## config.mk

```make
export PLATFORM = sky130hd
export DESIGN_NAME = adiabatic_pclk_seq_flat
export DESIGN_NICKNAME = d
export VERILOG_FILES = /design/src/rtl/adiabatic_pclk_seq_if.sv /design/src/rtl/adiabatic_pclk_seq.sv /design/src/flat_wrapper.sv
export SDC_FILE = /design/constraint.sdc
export NUM_CORES = 1
export LEC_CHECK = 0
export CORE_MARGIN = 8
export CORE_UTILIZATION = 48
export CTS_CLUSTER_DIAMETER = 30
export DETAILED_ROUTE_END_ITERATION = 8
export PLACE_DENSITY = 0.71
export SLEW_MARGIN = 40
export SYNTH_ARGS = -nofsm -noshare
export SYNTH_HDL_FRONTEND = slang
export SYNTH_SLANG_ARGS = --single-unit
```

## constraint.sdc

```tcl
create_clock -name clk -period 3.36 [get_ports clk]
set_input_delay 0.504 -clock clk [delete_from_list [all_inputs] [get_ports clk]]
set_output_delay 0.504 -clock clk [all_outputs]
set_load 0.005 [all_outputs]
```

## src/rtl/adiabatic_pclk_seq_if.sv

```systemverilog
// Control and power-clock bundle for the adiabatic power-clock sequencer.
// en/stop_req are level requests sampled on every clk rising edge; stop_ack answers with a one-cycle pulse.
interface adiabatic_pclk_seq_if #(
    parameter int NSTAGE = 4,
    parameter int TICK_W = 8,
    parameter int CNT_W  = 16
);
    logic                  en;
    logic [TICK_W-1:0]     div;
    logic                  stop_req;
    logic                  busy;
    logic                  stop_ack;
    logic [2*NSTAGE-1:0]   phase;
    logic [NSTAGE-1:0]     pc_up;
    logic [NSTAGE-1:0]     pc_hi;
    logic [NSTAGE-1:0]     pc_dn;
    logic [CNT_W-1:0]      cycle_cnt;
    // Debug view: sequencer state (0 OFF, 1 FILL, 2 RUN, 3 DRAIN) and pending stop.
    logic [1:0]            dbg_state;
    logic                  dbg_stop_pend;

    modport master (
        output en, div, stop_req,
        input  busy, stop_ack, phase, pc_up, pc_hi, pc_dn, cycle_cnt, dbg_state, dbg_stop_pend
    );

    modport slave (
        input  en, div, stop_req,
        output busy, stop_ack, phase, pc_up, pc_hi, pc_dn, cycle_cnt, dbg_state, dbg_stop_pend
    );
endinterface

```

## src/rtl/adiabatic_pclk_seq.sv

```systemverilog
// Four-phase trapezoidal power-clock sequencer: stage k lags stage k-1 by one phase,
// fills stage by stage on start and drains in wavefront order on stop.
module adiabatic_pclk_seq #(
    parameter int NSTAGE = 4,
    parameter int TICK_W = 8,
    parameter int CNT_W  = 16
) (
    input  logic                 clk,
    input  logic                 rst_n,
    adiabatic_pclk_seq_if.slave  bus
);
    typedef enum logic [1:0] {
        S_OFF   = 2'd0,
        S_FILL  = 2'd1,
        S_RUN   = 2'd2,
        S_DRAIN = 2'd3
    } state_t;

    state_t                state_q, state_d;
    logic [1:0]            gph_q, gph_d;
    logic [NSTAGE-1:0]     active_q, active_d;
    logic [TICK_W-1:0]     tick_q, tick_d;
    logic [TICK_W-1:0]     div_q, div_d;
    logic                  stop_pend_q, stop_pend_d;
    logic [CNT_W-1:0]      cnt_q, cnt_d;
    logic                  busy_q, busy_d;
    logic                  ack_q, ack_d;
    logic [2*NSTAGE-1:0]   phase_q, phase_d;
    logic [NSTAGE-1:0]     up_q, up_d;
    logic [NSTAGE-1:0]     hi_q, hi_d;
    logic [NSTAGE-1:0]     dn_q, dn_d;

    logic                  adv;
    logic [NSTAGE-1:0]     wrap_mask;
    logic [NSTAGE-1:0]     kill_mask;
    logic [NSTAGE-1:0]     fill_bit;
    logic [NSTAGE-1:0]     drain_act;
    logic [1:0]            ph;

    always_comb begin
        adv = (tick_q == div_q);
        wrap_mask = '0;
        for (int k = 0; k < NSTAGE; k++) begin
            wrap_mask[k] = active_q[k] && ((gph_q - 2'(k)) == 2'd0);
        end
        // A stage about to re-enter UP is dropped once its predecessor is gone (stage 0 has none).
        kill_mask = wrap_mask & ~{active_q[NSTAGE-2:0], 1'b0};
        fill_bit  = ~active_q & (active_q + NSTAGE'(1));
        drain_act = adv ? (active_q & ~kill_mask) : active_q;

        state_d     = state_q;
        gph_d       = gph_q;
        active_d    = active_q;
        tick_d      = tick_q;
        div_d       = div_q;
        stop_pend_d = stop_pend_q;
        cnt_d       = cnt_q;
        ack_d       = 1'b0;

        if (state_q != S_OFF) begin
            tick_d = adv ? '0 : tick_q + 1'b1;
            if (adv) begin
                gph_d = gph_q + 2'd1;
                if (active_q[0] && gph_q == 2'd3) cnt_d = cnt_q + 1'b1;
            end
        end

        case (state_q)
            S_OFF: begin
                if (bus.stop_req) begin
                    ack_d = 1'b1;
                end else if (bus.en) begin
                    state_d  = S_FILL;
                    div_d    = bus.div;
                    gph_d    = 2'd1;
                    active_d = NSTAGE'(1);
                    tick_d   = '0;
                    cnt_d    = '0;
                end
            end
            S_FILL, S_RUN: begin
                // The edge that sees the stop already applies drain rules: no new ramp ever starts.
                if (bus.stop_req || stop_pend_q) begin
                    active_d    = drain_act;
                    stop_pend_d = 1'b1;
                    state_d     = S_DRAIN;
                    if (drain_act == '0) begin
                        state_d     = S_OFF;
                        ack_d       = 1'b1;
                        stop_pend_d = 1'b0;
                    end
                end else if (state_q == S_FILL && adv) begin
                    active_d = active_q | fill_bit;
                    if (fill_bit[NSTAGE-1]) state_d = S_RUN;
                end
            end
            S_DRAIN: begin
                active_d = drain_act;
                if (drain_act == '0) begin
                    state_d     = S_OFF;
                    ack_d       = 1'b1;
                    stop_pend_d = 1'b0;
                end
            end
            default: state_d = S_OFF;
        endcase

        busy_d  = (state_d != S_OFF);
        phase_d = '0;
        up_d    = '0;
        hi_d    = '0;
        dn_d    = '0;
        ph      = 2'd0;
        for (int k = 0; k < NSTAGE; k++) begin
            ph = gph_d - 2'(k);
            if (active_d[k]) begin
                phase_d[2*k +: 2] = ph;
                up_d[k] = (ph == 2'd1);
                hi_d[k] = (ph == 2'd2);
                dn_d[k] = (ph == 2'd3);
            end
        end
    end

    always_ff @(posedge clk or negedge rst_n) begin
        if (!rst_n) begin
            state_q     <= S_OFF;
            gph_q       <= 2'd0;
            active_q    <= '0;
            tick_q      <= '0;
            div_q       <= '0;
            stop_pend_q <= 1'b0;
            cnt_q       <= '0;
            busy_q      <= 1'b0;
            ack_q       <= 1'b0;
            phase_q     <= '0;
            up_q        <= '0;
            hi_q        <= '0;
            dn_q        <= '0;
        end else begin
            state_q     <= state_d;
            gph_q       <= gph_d;
            active_q    <= active_d;
            tick_q      <= tick_d;
            div_q       <= div_d;
            stop_pend_q <= stop_pend_d;
            cnt_q       <= cnt_d;
            busy_q      <= busy_d;
            ack_q       <= ack_d;
            phase_q     <= phase_d;
            up_q        <= up_d;
            hi_q        <= hi_d;
            dn_q        <= dn_d;
        end
    end

    assign bus.busy          = busy_q;
    assign bus.stop_ack      = ack_q;
    assign bus.phase         = phase_q;
    assign bus.pc_up         = up_q;
    assign bus.pc_hi         = hi_q;
    assign bus.pc_dn         = dn_q;
    assign bus.cycle_cnt     = cnt_q;
    assign bus.dbg_state     = state_q;
    assign bus.dbg_stop_pend = stop_pend_q;
endmodule
```

## src/flat_wrapper.sv

```systemverilog
// flat-port wrapper written by rule: the top's interface ports become plain ports
module adiabatic_pclk_seq_flat 
#(
    parameter int NSTAGE = 4,
    parameter int TICK_W = 8,
    parameter int CNT_W  = 16
)
  (clk, rst_n, bus_en, bus_div, bus_stop_req, bus_busy, bus_stop_ack, bus_phase, bus_pc_up, bus_pc_hi, bus_pc_dn, bus_cycle_cnt, bus_dbg_state, bus_dbg_stop_pend);
  adiabatic_pclk_seq_if #(.NSTAGE(NSTAGE), .TICK_W(TICK_W), .CNT_W(CNT_W)) bus_i ();
  input  logic clk;
  input  logic rst_n;
  input wire logic [$bits(bus_i.en)-1:0] bus_en;
  input wire logic [$bits(bus_i.div)-1:0] bus_div;
  input wire logic [$bits(bus_i.stop_req)-1:0] bus_stop_req;
  output wire logic [$bits(bus_i.busy)-1:0] bus_busy;
  output wire logic [$bits(bus_i.stop_ack)-1:0] bus_stop_ack;
  output wire logic [$bits(bus_i.phase)-1:0] bus_phase;
  output wire logic [$bits(bus_i.pc_up)-1:0] bus_pc_up;
  output wire logic [$bits(bus_i.pc_hi)-1:0] bus_pc_hi;
  output wire logic [$bits(bus_i.pc_dn)-1:0] bus_pc_dn;
  output wire logic [$bits(bus_i.cycle_cnt)-1:0] bus_cycle_cnt;
  output wire logic [$bits(bus_i.dbg_state)-1:0] bus_dbg_state;
  output wire logic [$bits(bus_i.dbg_stop_pend)-1:0] bus_dbg_stop_pend;
  assign bus_i.en = bus_en;
  assign bus_i.div = bus_div;
  assign bus_i.stop_req = bus_stop_req;
  assign bus_busy = bus_i.busy;
  assign bus_stop_ack = bus_i.stop_ack;
  assign bus_phase = bus_i.phase;
  assign bus_pc_up = bus_i.pc_up;
  assign bus_pc_hi = bus_i.pc_hi;
  assign bus_pc_dn = bus_i.pc_dn;
  assign bus_cycle_cnt = bus_i.cycle_cnt;
  assign bus_dbg_state = bus_i.dbg_state;
  assign bus_dbg_stop_pend = bus_i.dbg_stop_pend;
  adiabatic_pclk_seq #(.NSTAGE(NSTAGE), .TICK_W(TICK_W), .CNT_W(CNT_W)) u_core (.clk(clk), .rst_n(rst_n), .bus(bus_i));
endmodule
```

# Word-level counts from Yosys, hierarchy flattened
# Cells that the tools add are included.
# W data, S select, Z words.
# word_totals
elab_cells,123
in_bits,12
register_bits,63
# classes
muxes,54
n_addsub,10
bitwise_logic,8
eq_ne,19
n_reduce_logical,19
# op_table
cell,count
$mux W16,6
$mux W8,5
$mux W2,16
$eq A2 B2 Y1 const B,11
$mux W4,5
$mux W1,18
$add A16 B1 Y16 const B,1
$and A4 B4 Y4,3
$not A4 Y4,3
$pmux W4 S3,1
$eq A2 B1 Y1 const B,5
$logic_not A2 Y1,5
$add A8 B1 Y8 const B,1
$eq A8 B8 Y1,1
$sub A2 B2 Y2 const B,4
$logic_and A1 B1 Y1,6
$pmux W2 S3,1
$reduce_and A3 Y1,2
$reduce_bool A2 Y1,3
$add A4 B1 Y4 const B,1
$logic_not A4 Y1,1
$ne A2 B1 Y1 const B,2
$or A4 B4 Y4,1
$sub A2 B1 Y2 const B,2
other kinds (6),6

# Logic depth before layout (Yosys ltp)
# Gate-level depths: netlist (run 1).
# logic_depth
ltp_word,12
depth_mapped,10

# Worst setup path before layout (run 1)
# OpenSTA, ideal clock, no wires.
# synth_path
path_kind,register -> register
start,register u_core.state_q[1] (netlist: u_core.bus.dbg_state[1])
end,register u_core.phase_q[3] (netlist: u_core.bus.phase[3])
slack_ps,784
setup_ps,119
period_less_slack_ps,2576
path_stages_with_launch,11
arrival_ps,2457
cell_sequence,dfrtp_1 -> inv_1 -> ha_1 -> clkbuf_1 -> and2_1 -> buf_2 -> clkbuf_1 -> buf_1 -> nor2_1 -> ha_1 -> and2_1
# synth_between
elab_chain_cells,7
elab_cells_between_ends,16
# synth_lines
element,line_no,source
from (decl),adiabatic_pclk_seq.sv:19,"state_t state_q, state_d;"
from (signal assigned),adiabatic_pclk_seq.sv:141,state_q <= state_d;
$reduce_bool A2 Y1,adiabatic_pclk_seq.sv:60,if (state_q != S_OFF) begin
$mux W2,adiabatic_pclk_seq.sv:60,
$mux W2,adiabatic_pclk_seq.sv:72,end else if (bus.en) begin
$mux W2,adiabatic_pclk_seq.sv:70,if (bus.stop_req) begin
$mux W2 (*),adiabatic_pclk_seq.sv:68,case (state_q)
via u_core.gph_d[1],adiabatic_pclk_seq.sv:20,"logic [1:0] gph_q, gph_d;"
$sub A2 B1 Y2 (*),adiabatic_pclk_seq.sv:115,ph = gph_d - 2'(k);
$mux W2 (*),adiabatic_pclk_seq.sv:116,if (active_d[k]) begin
via u_core.phase_d[3],adiabatic_pclk_seq.sv:28,"logic [2*NSTAGE-1:0] phase_q, phase_d;"
to (signal assigned),adiabatic_pclk_seq.sv:150,phase_q <= phase_d;
to (decl),adiabatic_pclk_seq.sv:28,
# Mark *: on every way through the listed nets, which the timed path passes. The rest lies on a longest branch.
# A chain may end at the register's enable or synchronous reset.

# Worst setup path in the final report (run 1)
# layout_path
start,register u_core.tick_q[0]
end,register u_core.phase_q[3] (netlist: u_core.bus.phase[3])
# layout_between
elab_chain_cells,8
elab_cells_between_ends,13
# layout_lines
element,line_no,source
from (decl),adiabatic_pclk_seq.sv:22,"logic [TICK_W-1:0] tick_q, tick_d;"
from (signal assigned),adiabatic_pclk_seq.sv:144,tick_q <= tick_d;
$eq A8 B8 Y1 (*),adiabatic_pclk_seq.sv:41,adv = (tick_q == div_q);
$mux W2 (*),adiabatic_pclk_seq.sv:62,if (adv) begin
$mux W2 (*),adiabatic_pclk_seq.sv:60,
$mux W2,adiabatic_pclk_seq.sv:72,
$mux W2,adiabatic_pclk_seq.sv:70,
$mux W2 (*),adiabatic_pclk_seq.sv:68,
via u_core.gph_d[1],adiabatic_pclk_seq.sv:20,
$sub A2 B1 Y2 (*),adiabatic_pclk_seq.sv:115,
$mux W2 (*),adiabatic_pclk_seq.sv:116,
via u_core.phase_d[3],adiabatic_pclk_seq.sv:28,
# Marks and branches as above.

==> results by group, run 1 <==
Synthesis
  • Mapped Area: 0.00302 sq mm
  • Syn_nets: 295
  • Post-synth EDFFs: 0
  • Synth async-reset ratio: 100%
  • #FFs+latches synth: 63
  • Yosys warning count: 0
  • Post-synth top area share: 52.3%
  • Syn Area/Cell: 11.2 sq um
  • Mapped Cells: 270
  • Post-synthesis sequential area ratio: 52.3%
  • Leading area contributor after synthesis: dfrtp_1
  • Prevailing post-synth register cell: dfrtp_1
  • Post-synth cell types: 48
  • Most frequent cell after synthesis: dfrtp_1
  • Main area contributors after synthesis: dfrtp_1 52%, xor2_1 6.7%, ha_1 5.4%
  • Commonest cells in the netlist: 63 x dfrtp_1, 25 x nor2_1, 23 x xor2_1, 21 x and2_1, 13 x ha_1

Critical path
  • Critical path type: reg2reg
  • Worst EP required: 3.60 ns
  • Startpoint types: flip-flop
  • CP max FO: 7
  • CP endpoint kind: flip-flop
  • Crit path DAT: 3.10 ns

Detailed routing
  • M1 wire length: 2.75 mm
  • WL/cell: 15.8 microns
  • Vias/cell: 5.35
  • Wire length on met3: 393 microns
  • Antenna Nets Post-Route: 0
  • Via Count: 2,193
  • WL final: 6.49 mm
  • TritonRoute pass-1 iters: 4
  • Top Metal Used: met4
  • DRC: 0
  • Initial drt markers: 67
  • Met2 WL: 3.18 mm

Finish
  • Non-filler cells, final: 410
  • Design area: 0.00381 sq mm
  • Area growth, synth to finish: 26.2%
  • Final core utilization: 61.4%
  • Net count, final: 353
  • Share of post-route cells with drive strength above 1: 12.0%
  • N_diodes: 0

Job
  • Max Cap Violations: 0

Timing
  • Worst-margin pin slew: 0.680 ns
  • Minimum clock period: 2.86 ns
  • Period utilisation layout: 85.0%
  • Final Hold Fails: 0
  • Final Setup Violations: 0
  • Max Fclk: 350 MHz
  • Slew Limit Fails: 0
  • Worst relative slew slack: 54.7%
  • Final Skew: 0.00795 ns
  • Min Hold Slack: 0.0991 ns
  • Post-route worst setup slack: 0.504 ns
  • Final setup TNS: 0 ns
  • RSZ-0062 raised after global routing: false

Floorplan
  • Row count: 29
  • Die height: 95.3 microns
  • Die width: 95.3 microns
  • IO Count: 53
  • Initial Util: 48.6%
  • Die ar.: 0.00908 sq mm
  • Core area: 0.00620 sq mm

Global route
  • GRT Total Usage: 15.7%
  • Antenna violations before repair: 0
  • Vias in the first global route: 2,231
  • Total grt overflow: 0
  • Global-route wire length before repair: 10.9 mm
  • Largest net degree at the start of global routing: 36

CTS
  • Clock-pin slew on the worst setup and hold paths: 0.07 ns
  • Root Driver: clkbuf_8
  • Num Clock Sinks: 63
  • CTS tree: yes
  • H-tree depth: 3
  • Clk_lat worst skew: 0.35 ns
  • Post-CTS setup buffer count: 0
  • Post-cts resize count: 0
  • Max clock buf depth: 2
  • TritonCTS Buffers: 9
  • Post-CTS Hold Buffers: 0

Place
  • Placed cell area: 0.00361 sq mm
  • Number of port buffers: 52
  • Cell total after placement: 394
  • Post-DP HPWL: 4.70 mm
  • Gp weighted congestion: 0.870
  • Pre-CTS setup slack: 0.520 ns

Pwr
  • VDD IR max: 447 uV
  • Leakage: 1.70 nW
  • Power Total: 2.34 mW
  • Power density over the cells: 614 mW/mm^2

Hold path
  • Worst hold-check path type: in2async

Outcome
  • Outcome: finished, final reports clean
-- power breakdown --
group          switching [mW]  internal, mW
clock network           0.315         0.313
registers               0.105         0.887
logic                   0.377         0.341
-- sequential cells by signal, indices dropped and copies added, names as in the netlist, 2 cells and up --
signal                count
u_core.bus.dbg_state      2
u_core.div_q              8
u_core.bus.pc_hi          4
u_core.tick_q             8
u_core.bus.cycle_cnt     16
u_core.bus.pc_dn          4
u_core.gph_q              2
u_core.active_q           4
u_core.bus.phase          8
u_core.bus.pc_up          4
-- cells in the final DEF (no fill, tap or decap), types with 3 or more instances in the layout --
cell             instances
dfrtp_1                 63
clkdlybuf4s50_1         51
nor2_1                  25
xor2_1                  23
and2_1                  21
ha_1                    13
nand2_1                 11
clkbuf_8                11
nand4_1                 10
inv_1                    8
mux2_2                   8
nand3_1                  7
and3_1                   7
nor2b_1                  6
o21ai_0                  6
a21oi_1                  6
xnor2_1                  5
buf_4                    5
mux2i_1                  4
nor3b_1                  3
-- cell type report --
cell class / instances / area [sq um]
repair buffers: 56 / 548
clock inverters: 5 / 41.3
well taps: 77 / 96.3
clock buffers: 11 / 151
flip-flops and latches: 63 / 1580
inverters: 8 / 30.0
fillers: 508 / 2400
multi-input cells: 190 / 1360
-- worst max-delay path, stage by stage (launching register included) --
cell and delay [ns]:
dfrtp_1 0.43, xor2_1 0.19, nor4_2 0.62, nand2_1 0.29, nor2_2 0.23, mux2i_1 0.41, nor2_1 0.14, ha_1 0.31
and2_1 0.14
-- cell families after synthesis --
group,after synthesis,share of synthesized area (%)
multiplexers,12,4.31
AO/OA/AOI/OAI,31,7.51
XOR/XNOR,28,8.13
buffers and inverters,17,2.53
flip-flops,63,52.3
adder cells (fa/ha/maj),13,5.39
AND/OR/NAND/NOR,106,19.9
-- worst paths after layout --
path                                        from                 endpoint  slack, ns  cells past startpoint
worst max-delay path            u_core.tick_q[0]      u_core.bus.phase[3]       0.50                      8
worst min-delay path                       rst_n          u_core.bus.busy        0.1                      1
worst max register to register  u_core.tick_q[0]      u_core.bus.phase[3]       0.50                      8
worst min register to register   u_core.div_q[7]          u_core.div_q[7]       0.53                      1
max in group asynchronous                  rst_n  u_core.bus.cycle_cnt[6]       2.53                      2
min in group clk                 u_core.div_q[7]          u_core.div_q[7]       0.53                      1
-- routing by layer --
| metal | vias up | global-route usage, % |
|---|---|---|
| met1 | 1080 | 18.2 |
| met3 | 15 | 5.04 |
| li1 | 1046 | - |
| met4 | 0 | 7.93 |
| met5 | - | 0 |
| met2 | 52 | 25.5 |
No activity file was read; power rests on OpenSTA's default activity.
==> run 2, diff against run 1 <==
--- a/config.mk
+++ b/config.mk
@@ -6,10 +6,10 @@
 export NUM_CORES = 1
 export LEC_CHECK = 0
 export CORE_MARGIN = 8
-export CORE_UTILIZATION = 48
+export CORE_UTILIZATION = 47
 export CTS_CLUSTER_DIAMETER = 30
 export DETAILED_ROUTE_END_ITERATION = 8
-export PLACE_DENSITY = 0.71
+export PLACE_DENSITY = 0.72
 export SLEW_MARGIN = 40
 export SYNTH_ARGS = -nofsm -noshare
 export SYNTH_HDL_FRONTEND = slang
==> constraint.sdc (replaced) <==
create_clock -name clk -period 2.5 [get_ports clk]
set_input_delay 0.375 -clock clk [delete_from_list [all_inputs] [get_ports clk]]
set_output_delay 0.375 -clock clk [all_outputs]
set_load 0.005 [all_outputs]
==> run 2 against run 1 <==
Effect of this change:
- final cell count up 2.7%
- register-to-register slack worse by 0.28 ns
- count of clock-buffer cells in the layout decreased by 1
- setup slack lost 0.28 ns
- power rose by 40%
- clock skew up 0.0021 ns
- critical path depth stayed put
- maximum frequency up 25%
- via count hardly changed
==> results by group, run 2 (synthesis results as in run 1) <==
Detailed routing
  • Antenna Nets Post-Route: 0 (unchanged)
  • Via Count: 2,195 (was 2,193)
  • Initial drt markers: 63 (was 67)
  • WL final: 6.61 mm (was 6.49 mm)
  • TritonRoute pass-1 iters: 4 (unchanged)
  • Vias/cell: 5.21 (was 5.35)
  • DRC: 0 (unchanged)
  • WL/cell: 15.7 microns (was 15.8 microns)

Timing
  • RSZ-0062 raised after global routing: false (unchanged)
  • Worst relative slew slack: 53.5% (was 54.7%)
  • Period utilisation layout: 91.1% (was 85.0%)
  • Minimum clock period: 2.28 ns (was 2.86 ns)
  • Final Hold Fails: 0 (unchanged)
  • Final Skew: 0.0101 ns (was 0.00795 ns)
  • Slew Limit Fails: 0 (unchanged)
  • Final Setup Violations: 0 (unchanged)
  • Max Fclk: 439 MHz (was 350 MHz)
  • Min Hold Slack: 0.0879 ns (was 0.0991 ns)
  • Final setup TNS: 0 ns (unchanged)
  • Post-route worst setup slack: 0.221 ns (was 0.504 ns)
  • Worst-margin pin slew: 0.698 ns (was 0.680 ns)

Finish
  • Area growth, synth to finish: 29.9% (was 26.2%)
  • Leading cell type in the layout, fill and taps excluded: dfrtp_1 (unchanged)
  • Max FFs per register: 16 (unchanged)
  • Non-filler cells, final: 421 (was 410)
  • Design area: 0.00392 sq mm (was 0.00381 sq mm)
  • Share of post-route cells with drive strength above 1: 15.1% (was 12.0%)
  • Final core utilization: 62.4% (was 61.4%)
  • N_diodes: 0 (unchanged)
  • # fillers: 511 (was 508)
  • Net count, final: 364 (was 353)
  • Commonest non-fill, non-tap cells in the layout: 63 x dfrtp_1, 51 x clkdlybuf4s50_1, 25 x nor2_1 (unchanged)

Pwr
  • Power Total: 3.28 mW (was 2.34 mW)
  • Net Switching: 1.07 mW (was 0.797 mW)
  • Sequential share of power: 40.8% (was 42.4%)
  • VDD IR max: 522 uV (was 447 uV)
  • Pint: 2.21 mW (was 1.54 mW)
  • Leakage: 1.77 nW (was 1.70 nW)
  • Power density over the cells: 836 mW/mm^2 (was 614 mW/mm^2)
  • Comb pwr share: 31.7% (was 30.7%)
  • Sw frac: 32.5% (was 34.1%)
  • Clk network pwr share: 27.6% (was 26.8%)

Critical path
  • Critical path type: reg2reg (unchanged)
  • CP max FO: 5 (was 7)
  • R2R Path Start: u_core.tick_q[0] (unchanged)
  • Reg-to-reg slack, setup: 0.22 ns (was 0.50 ns)
  • Worst R2R End: u_core.bus.phase[3] (unchanged)
  • CP peak stage delay: 0.43 ns (was 0.62 ns)
  • CP endpoint kind: flip-flop (unchanged)
  • Startpoint types: flip-flop (unchanged)
  • Crit path cell chain: xor2_1, nor4_2, nand2_1, nor2_2, mux2i_1, nor2_1, ha_1, and2_1 (unchanged)
  • Slowest library cell on the worst path: dfrtp_1 (was nor4_2)
  • Reg2Reg Depth: 8 (unchanged)
  • Worst EP required: 2.73 ns (was 3.60 ns)
  • Crit path DAT: 2.51 ns (was 3.10 ns)

CTS
  • Clock-pin slew on the worst setup and hold paths: 0.07 ns (about the same)
  • Post-CTS Hold Buffers: 0 (unchanged)
  • Root Driver: clkbuf_8 (unchanged)
  • Post-CTS setup buffer count: 0 (unchanged)
  • Max clock buf depth: 2 (unchanged)
  • TritonCTS Buffers: 9 (unchanged)
  • CTS tree: yes (unchanged)
  • Num Clock Sinks: 63 (unchanged)
  • Post-cts resize count: 0 (unchanged)
  • H-tree depth: 3 (unchanged)
  • Clk_lat worst skew: 0.34 ns (was 0.35 ns)

Place
  • Cell total after placement: 405 (was 394)
  • Placed cell area: 0.00371 sq mm (was 0.00361 sq mm)
  • Gp weighted congestion: 0.828 (was 0.870)
  • Post-DP HPWL: 4.80 mm (was 4.70 mm)
  • Number of port buffers: 52 (unchanged)
  • Pre-CTS setup slack: 0.195 ns (was 0.520 ns)

Floorplan
  • Initial Util: 48.1% (was 48.6%)
  • IO Count: 53 (unchanged)
  • Core area: 0.00628 sq mm (was 0.00620 sq mm)
  • Die width: 96.1 microns (was 95.3 microns)
  • Row count: 29 (unchanged)
  • Die ar.: 0.00924 sq mm (was 0.00908 sq mm)
  • Die height: 96.1 microns (was 95.3 microns)

Global route
  • Vias in the first global route: 2,334 (was 2,231)
  • Total grt overflow: 0 (unchanged)
  • Antenna violations before repair: 0 (unchanged)
  • Largest net degree at the start of global routing: 35 (was 36)
  • GRT Total Usage: 15.8% (was 15.7%)
  • Global-route wire length before repair: 11.3 mm (was 10.9 mm)

Hold path
  • Worst hold-check path type: in2async (unchanged)

Job
  • Max Cap Violations: 0 (unchanged)

Outcome
  • Outcome: finished, final reports clean (unchanged)
run 2: worst max-delay path by stage:
stage | start | to | depth (start not counted)
final | u_core.tick_q[0] | u_core.bus.phase[3] | 8
after global routing | u_core.tick_q[0] | u_core.bus.phase[3] | 8
after CTS | u_core.tick_q[0] | u_core.bus.phase[3] | 8
after detailed placement | u_core.tick_q[0] | u_core.bus.phase[3] | 8
after global placement | u_core.tick_q[0] | u_core.bus.phase[3] | 8
after floorplan | u_core.bus.dbg_state[1] | u_core.bus.phase[3] | 10
run 2: cell type report:
cell class / instances / area, sq um / share of cell area (%)
Clock buffer: 10 / 138 / 3.51
Multi-Input combinational cell: 190 / 1370 / 34.9
Inverter: 8 / 30.0 / 0.767
Tap cell: 77 / 96.3 / 2.46
Timing Repair Buffer: 67 / 641 / 16.4
Clock inverter: 6 / 68.8 / 1.76
Sequential cell: 63 / 1580 / 40.2
run 2: critical path: cells and delay by family (launching register included):
| kind | cells | cell delay (ns) |
|---|---|---|
| and+or+nand+nor | 5 | 0.94 |
| muxes | 1 | 0.33 |
| xor gates and xnor gates | 1 | 0.18 |
| DFF | 1 | 0.43 |
| adders and majority gates | 1 | 0.30 |
run 2: power groups by stage:
stage / clock network, mW / registers (mW) / logic (mW)
floorplan: 0 / 1.33 / 0.641
global placement: 0 / 1.35 / 1.03
detailed placement: 0 / 1.36 / 1.05
CTS: 0.927 / 1.34 / 1.05
global route: 0.969 / 1.36 / 1.17
finish: 0.904 / 1.34 / 1.04
run 2: metal layers:
layer  GRT usage, %  routed length (microns)  vias to the layer above  share of wire, %
li1               -                        -                     1066                 -
met1           19.8                     2980                     1053                45
met2           25.2                     3130                       61                47
met3           4.52                      387                       15               5.9
met4           5.76                      106                        0               1.6
met5              0                        0                        -                 0
==> run 3, diff against run 2 <==
--- a/config.mk
+++ b/config.mk
@@ -5,9 +5,8 @@
 export SDC_FILE = /design/constraint.sdc
 export NUM_CORES = 1
 export LEC_CHECK = 0
-export CORE_MARGIN = 8
 export CORE_UTILIZATION = 47
-export CTS_CLUSTER_DIAMETER = 30
+export CTS_CLUSTER_DIAMETER = 50
 export DETAILED_ROUTE_END_ITERATION = 8
 export PLACE_DENSITY = 0.72
 export SLEW_MARGIN = 40
==> run 3 against run 2 <==
Effect of this change:
- count of clock-buffer cells in the layout unchanged
- clock skew is 0.0012 ns higher
- combinational power hardly changed
- flip-flop and latch count stayed put
- final cell count down 0.71%
- first-iteration DRC count rose by 83%
- critical endpoint unchanged
- highest routed layer unchanged
==> results by group, run 3 (synthesis results as in run 1) <==
Outcome
  • Outcome: finished, final reports clean (unchanged)

Pwr
  • Pint: 2.27 mW (was 2.21 mW)
  • Net Switching: 1.07 mW (about the same)
  • VDD IR max: 577 uV (was 522 uV)
  • Power density over the cells: 851 mW/mm^2 (was 836 mW/mm^2)
  • Comb pwr share: 30.5% (was 31.7%)
  • Clk network pwr share: 29.5% (was 27.6%)
  • Leakage: 1.77 nW (about the same)
  • Sw frac: 32.1% (was 32.5%)
  • Sequential share of power: 40.1% (was 40.8%)

Timing
  • Final Setup Violations: 0 (unchanged)
  • Worst relative slew slack: 66.1% (was 53.5%)
  • Minimum clock period: 2.24 ns (was 2.28 ns)
  • Post-route worst setup slack: 0.259 ns (was 0.221 ns)
  • Slew Limit Fails: 0 (unchanged)
  • Period utilisation layout: 89.6% (was 91.1%)
  • RSZ-0062 raised after global routing: false (unchanged)
  • Final Skew: 0.0113 ns (was 0.0101 ns)
  • Worst-margin pin slew: 0.509 ns (was 0.698 ns)
  • Final setup TNS: 0 ns (unchanged)
  • Max Fclk: 446 MHz (was 439 MHz)
  • Final Hold Fails: 0 (unchanged)

Critical path
  • Slowest library cell on the worst path: dfrtp_1 (unchanged)
  • CP endpoint kind: flip-flop (unchanged)
  • Worst R2R End: u_core.bus.phase[3] (unchanged)
  • Startpoint types: flip-flop (unchanged)
  • R2R Path Start: u_core.tick_q[0] (unchanged)
  • Crit path DAT: 2.48 ns (was 2.51 ns)
  • Crit. Startpoint: u_core.tick_q[0] (unchanged)
  • Worst Setup EP: u_core.bus.phase[3] (unchanged)
  • Bufs and invs on worst path: 0 (unchanged)
  • Worst EP required: 2.74 ns (was 2.73 ns)
  • Reg-to-reg slack, setup: 0.26 ns (was 0.22 ns)
  • CP peak stage delay: 0.43 ns (about the same)
  • Critical path type: reg2reg (unchanged)
  • CP max FO: 5 (unchanged)
  • Reg2Reg Depth: 8 (unchanged)
  • Critical path depth: 8 (unchanged)
  • Cell family with most CP delay: simple AND/OR/NAND/NOR gates (unchanged)
  • Crit path cell chain: xor2_1, nor4_2, nand2_1, nor2_2, mux2i_1, nor2_1, ha_1, and2_1 (unchanged)

Hold path
  • Worst hold-check path type: in2async (unchanged)

Detailed routing
  • Vias/cell: 5.24 (was 5.21)
  • WL final: 6.12 mm (was 6.61 mm)
  • Via Count: 2,189 (was 2,195)
  • Met2 WL: 2.87 mm (was 3.13 mm)
  • Antenna Nets Post-Route: 0 (unchanged)
  • WL/cell: 14.7 microns (was 15.7 microns)
  • Wire length on met3: 353 microns (was 387 microns)
  • Top Metal Used: met4 (unchanged)
  • DRC: 0 (unchanged)
  • Initial drt markers: 115 (was 63)
  • M1 wire length: 2.82 mm (was 2.98 mm)
  • TritonRoute pass-1 iters: 4 (unchanged)

Finish
  • Share of post-route cells with drive strength above 1: 14.6% (was 15.1%)
  • Leading cell type in the layout, fill and taps excluded: dfrtp_1 (unchanged)
  • Commonest non-fill, non-tap cells in the layout: 63 x dfrtp_1, 51 x clkdlybuf4s50_1, 25 x nor2_1 (unchanged)
  • Net count, final: 363 (was 364)
  • Max FFs per register: 16 (unchanged)
  • Register Area: 0.00158 sq mm (unchanged)
  • Multi-input gate area: 0.00137 sq mm (unchanged)
  • N_diodes: 0 (unchanged)
  • # fillers: 500 (was 511)
  • Area growth, synth to finish: 30.0% (was 29.9%)

Global route
  • Global-route wire length before repair: 10.1 mm (was 11.3 mm)
  • Largest net degree at the start of global routing: 64 (was 35)
  • GRT Total Usage: 20.4% (was 15.8%)
  • Vias in the first global route: 2,132 (was 2,334)
  • Antenna violations before repair: 0 (unchanged)
  • Total grt overflow: 0 (unchanged)

CTS
  • CTS tree: yes (unchanged)
  • Num Clock Sinks: 63 (unchanged)
  • Clock-pin slew on the worst setup and hold paths: 0.08 ns (was 0.07 ns)
  • Clk_lat worst skew: 0.34 ns (about the same)
  • Root Driver: clkbuf_8 (unchanged)
  • Post-cts resize count: 0 (unchanged)
  • Post-CTS setup buffer count: 0 (unchanged)
  • TritonCTS Buffers: 9 (unchanged)
  • Post-CTS Hold Buffers: 0 (unchanged)
  • Max clock buf depth: 2 (unchanged)
  • H-tree depth: 3 (unchanged)

Place
  • Pre-CTS setup slack: 0.245 ns (was 0.195 ns)
  • Gp weighted congestion: 0.855 (was 0.828)
  • Number of port buffers: 52 (unchanged)
  • Post-DP HPWL: 4.30 mm (was 4.80 mm)

Floorplan
  • Die ar.: 0.00674 sq mm (was 0.00924 sq mm)
  • IO Count: 53 (unchanged)
  • Initial Util: 49.8% (was 48.1%)
  • Die height: 82.1 microns (was 96.1 microns)
  • Die width: 82.1 microns (was 96.1 microns)
  • Core area: 0.00606 sq mm (was 0.00628 sq mm)
  • Row count: 28 (was 29)

Job
  • Max Cap Violations: 0 (unchanged)
-- run 3: changes by cell type in the layout (fill, tap and decap cells not counted), sizes merged --
cell	previous run	this run
bufinv	1	2
clkinv	3	2
buf	16	15
-- run 3: metrics by stage --
stage               util [%]  std cells  instance area [sq um]  hold WS (ns)  total power [mW]
floorplan                  -        270                   3020        0.0794              1.97
global placement        61.1        402                   3700         0.412              2.37
detailed placement      61.1        402                   3700         0.411              2.38
CTS                     64.7        418                   3920        0.0399              3.36
global route            64.7        418                   3920        0.0486              3.55
finish                  64.7        418                   3920        0.0246              3.34
-- run 3: power groups by stage --
stage / clock network [mW] / registers, mW / logic [mW]
after floorplan: 0 / 1.33 / 0.641
after global placement: 0 / 1.35 / 1.02
after detailed placement: 0 / 1.36 / 1.02
after CTS: 0.999 / 1.34 / 1.02
after global routing: 1.05 / 1.36 / 1.13
final: 0.984 / 1.34 / 1.02
-- run 3: cell type report --
| class | count | share of cell area, % |
|---|---|---|
| tap | 75 | 2.39 |
| inverter | 8 | 0.766 |
| timing repair buffer | 66 | 16.1 |
| clock buffer | 10 | 3.25 |
| clock inverter | 6 | 2.39 |
| multi-input combinational | 190 | 34.9 |
| sequential | 63 | 40.2 |
-- run 3: metal layers --
layer | vias up | global-route usage, %
met2 | 68 | 31.8
met5 | - | 0
met3 | 9 | 4.84
met1 | 1035 | 27.4
li1 | 1077 | -
met4 | 0 | 7.89
-- run 3: how the worst min path moves through the flow --
stage | startpoint | end | slack (ns) | depth (start not counted)
detailed placement | rst_n | u_core.div_q[1] | 0.41 | 2
finish | rst_n | u_core.div_q[1] | 0.02 | 2
floorplan | rst_n | u_core.active_q[0] | 0.08 | 0
global route | rst_n | u_core.div_q[1] | 0.05 | 2
CTS | rst_n | u_core.div_q[1] | 0.04 | 2
global placement | rst_n | u_core.div_q[1] | 0.41 | 2
-- run 3: worst reg2reg max path, stage by stage (launching register included) --
cell and delay [ns]:
dfrtp_1 0.43, xor2_1 0.18, nor4_2 0.32, nand2_1 0.13, nor2_2 0.18, mux2i_1 0.34
nor2_1 0.13, ha_1 0.30, and2_1 0.14
==> edit 1, RTL diff (config.mk and constraints of run 1) <==
`CNT_W` is set to 16 in 3 places; all go to 12.
--- a/src/rtl/adiabatic_pclk_seq_if.sv
+++ b/src/rtl/adiabatic_pclk_seq_if.sv
@@ -5,3 +5,3 @@
     parameter int TICK_W = 8,
-    parameter int CNT_W  = 16
+    parameter int CNT_W  = 12
 );
--- a/src/rtl/adiabatic_pclk_seq.sv
+++ b/src/rtl/adiabatic_pclk_seq.sv
@@ -5,3 +5,3 @@
     parameter int TICK_W = 8,
-    parameter int CNT_W  = 16
+    parameter int CNT_W  = 12
 ) (
--- a/src/flat_wrapper.sv
+++ b/src/flat_wrapper.sv
@@ -5,3 +5,3 @@
     parameter int TICK_W = 8,
-    parameter int CNT_W  = 16
+    parameter int CNT_W  = 12
 )
Interface: changed (resized bus_cycle_cnt); port bits go from 53 to 49. The function was not compared with the original's and may differ.
==> edit 1 against run 1 <==
- setup slack got worse by 3.8 ps
- power increased by 10%
- maximum frequency decreased by 0.13%
- clock power increased by 17%
- via count decreased by 1.6%
- first-iteration DRC count increased by 99%
- wire length decreased by 1.8%
- sequential cell count decreased by 4
- combinational power increased by 24%
- design area decreased by 3.9%
- die area decreased by 4.2%
- synthesized area decreased by 5.1%
- critical path type unchanged
- largest cell class unchanged
==> edit 1: results (changes against run 1) <==
Final layout:
- The share of layout cells above drive strength 1 was 0.109 (was 0.120).
- The count of placed standard cells in the final layout, fillers left out was 397 (was 410).
- The number of nets in the finished design is 342 (was 353).

Route:
- The DRC violation total after the first TritonRoute iteration was 133 (was 67).
- The met2 routed wirelength is 3.16 mm (was 3.18 mm).
- The met3 routed wirelength is 354 µm (was 393 µm).
- The ratio of routed vias to standard cells is 5.43 (was 5.35).
- The met1 wire length is 2.79 mm (was 2.75 mm).
- The detailed-route wire length came to 6.37 mm (was 6.49 mm).

GRT:
- The met1 track utilization from global routing came to 0.189 (was 0.182).
- The via count of the first global-routing pass is 2171 (was 2231).
- The global-route wire length before repair is 10.6 mm (was 10.9 mm).
- The met3 global-route usage is 0.0433 (was 0.0504).
- The largest net degree at the start of global routing is 60 (was 36).
- The fraction of met2 tracks used by global routing was 0.249 (was 0.255).

Yosys:
- The adder-cell area share of the yosys netlist is 0.0568 (was 0.0539).
- Commonest cells post-synth: 59 x dfrtp_1, 18 x nor2_1, 17 x a21oi_1, 14 x nand2_1 (was 63 x dfrtp_1, 25 x nor2_1, 23 x xor2_1, 21 x and2_1, 13 x ha_1).
- The synthesized-area fraction occupied by xor and xnor cells was 0.0489 (was 0.0813).
- The sequential cell area fraction in the yosys report was 0.516 (was 0.523).
- The synthesized netlist net count came to 287 (was 295).
- The fraction of the mapped netlist area in compound gates is 0.149 (was 0.0751).

Critical path:
- The delay contributed by the slowest stage of the critical path is 570 ps (was 620 ps).
- The startpoint of the worst setup timing path is u_core.bus.dbg_state[1] (was u_core.tick_q[0]).
- The kind of cell adding the most delay to the critical path is adder cells (was simple AND/OR/NAND/NOR gates).

Place:
- The worst setup slack after placement was 551 ps (was 520 ps).
- The number of buffers added on ports came to 48 (was 52).
- The post-DP HPWL is 4.32 mm (was 4.70 mm).

Power:
- The cell area power density was 704 nW/µm² (was 614 nW/µm²).
- The proportion of total power due to net switching was 0.339 (was 0.341).
- The leakage power total is 1.63 nW (was 1.70 nW).
- The total clock network power is 0.734 mW (was 0.628 mW).
- The combinational cell fraction of total power is 0.346 (was 0.307).

Timing:
- The slew at the pin closest to its max-slew limit was 625 ps (was 680 ps).
- The worst clock skew is 7.32 ps (was 7.95 ps).

Outcome:
- Outcome: completed (unchanged).
## edit 1: layout make-up
cell class | instances | area, µm²
fillers | 477 | 2190
flip-flops and latches | 59 | 1480
multi-input cells | 187 | 1320
repair buffers | 51 | 510
clock buffers | 11 | 151
well taps | 75 | 93.8
clock inverters | 5 | 75.1
inverters | 9 | 33.8
## edit 1: final timing paths
check	slack [ps]	to	cells past startpoint
setup reg to reg	500	u_core.bus.pc_hi[2]	8
max in group asynchronous	2700	u_core.tick_q[4]	3
hold / removal	180	u_core.bus.busy	2
hold reg to reg	530	u_core.div_q[0]	1
min in group clk	530	u_core.div_q[0]	1
setup / recovery	500	u_core.bus.pc_hi[2]	8
## edit 1: stage by stage
stage               instance area [µm²]  hold WS (ps)
floorplan                          2860           208
global placement                   3410           519
detailed placement                 3410           522
CTS                                3640           344
global route                       3660           202
finish                             3660           176
==> edit 2, RTL diff (config.mk and constraints of run 1) <==
Without the edit above. Make the reset (`rst_n`) synchronous in one clocked block.
--- a/src/rtl/adiabatic_pclk_seq.sv
+++ b/src/rtl/adiabatic_pclk_seq.sv
@@ -124,3 +124,3 @@
 
-    always_ff @(posedge clk or negedge rst_n) begin
+    always_ff @(posedge clk) begin
         if (!rst_n) begin
Check against the original RTL: differs if rst_n is asserted again (counterexample within 4 cycles, from zero or initial values and one cycle with rst_n low); with rst_n held inactive, the same outputs for 10 cycles.
==> edit 2 against run 1 <==
- sequential cell count did not move
- first-iteration DRC count fell by 3.0%
- setup slack improved by 200 ps
- design area fell by 2.6%
- count of clock-buffer cells in the layout fell by 1
- final cell count rose by 9.0%
- die area fell by 3.6%
- clock skew barely moved
- largest cell class is now multi-input gates
- wire length fell by 2.6%
- synthesized area fell by 4.4%
Power is not compared: it rests on default switching activity, and its combinational part moved more than twofold at a synthesized area within 25%.
==> edit 2: results (changes against run 1) <==
Route:
- The total via count in the routed design was 2305 (was 2193).
- The met2 routed wirelength is 3.18 mm (about the same).
- The average routed wire per standard cell came to 14.1 µm (was 15.8 µm).

Final layout:
- The count of placed standard cells in the final layout, fillers left out is 447 (was 410).
- The share of layout cells above drive strength 1 came to 0.113 (was 0.120).
- The number of ordinary and repair buffers in the finished layout is 55 (was 56).
- The number of clock buffer instances in the layout is 10 (was 11).
- The number of fill cells is 482 (was 508).
- The clock network contribution to total cell area came to 0.0624 (was 0.0506).
- The share of final layout cell area taken by non-clock buffers is 0.146 (was 0.144).
- The number of nets in the finished design is 392 (was 353).

Yosys:
- The adder-cell area share of the yosys netlist was 0.0564 (was 0.0539).
- Commonest cells post-synth: 63 x dfxtp_1, 34 x nor2_1, 31 x nand2_1, 19 x a21oi_1, 17 x inv_1 (was 63 x dfrtp_1, 25 x nor2_1, 23 x xor2_1, 21 x and2_1, 13 x ha_1).
- The number of standard cells after synthesis is 311 (was 270).
- The synthesized-area fraction occupied by xor and xnor cells came to 0.0950 (was 0.0813).
- Largest cells by area after synthesis: dfxtp_1 44%, ha_1 5.6%, nor2_1 4.4% (was dfrtp_1 52%, xor2_1 6.7%, ha_1 5.4%).
- The share of async-settable or async-resettable flops after synthesis was 0 (was 1.00).

Timing:
- The worst hold slack is 487 ps (was 99.1 ps).
- The final worst setup slack was 707 ps (was 504 ps).

Place:
- The number of placed cells counting well taps was 431 (was 394).
- The worst setup slack after placement is 722 ps (was 520 ps).

Outcome:
- Outcome: completed (unchanged).

GRT:
- The via count of the first global-routing pass is 2237 (was 2231).

Critical path:
- The end point of the critical path is u_core.bus.phase[3] (unchanged).
- The data arrival time of the worst path is 2890 ps (was 3100 ps).
-- edit 2: cell count changes in the layout (fill, tap and decap cells not counted), sizes merged, moves of 5 or more --
| cell | before | now |
|---|---|---|
| nor2 | 26 | 34 |
| xor2 | 23 | 12 |
| xnor2 | 5 | 12 |
| a21oi | 6 | 20 |
| inv | 9 | 17 |
| nor3 | 3 | 9 |
| nand2 | 11 | 32 |
| dfrtp | 63 | 0 |
| dfxtp | 0 | 63 |
| and2 | 22 | 15 |
| mux2 | 8 | 0 |
| or3 | 0 | 5 |
-- edit 2: tightest hold or removal path, stage by stage, from the launching register on --
cell and delay (ps):
dfxtp_1 310, o21ai_0 70, a21oi_1 60
-- edit 2: metal layers --
| layer | track usage | up-vias |
|---|---|---|
| met4 | 0.0634 | 0 |
| met5 | 0 | - |
| met1 | 0.169 | 1077 |
| li1 | - | 1166 |
| met2 | 0.262 | 54 |
| met3 | 0.0481 | 8 |
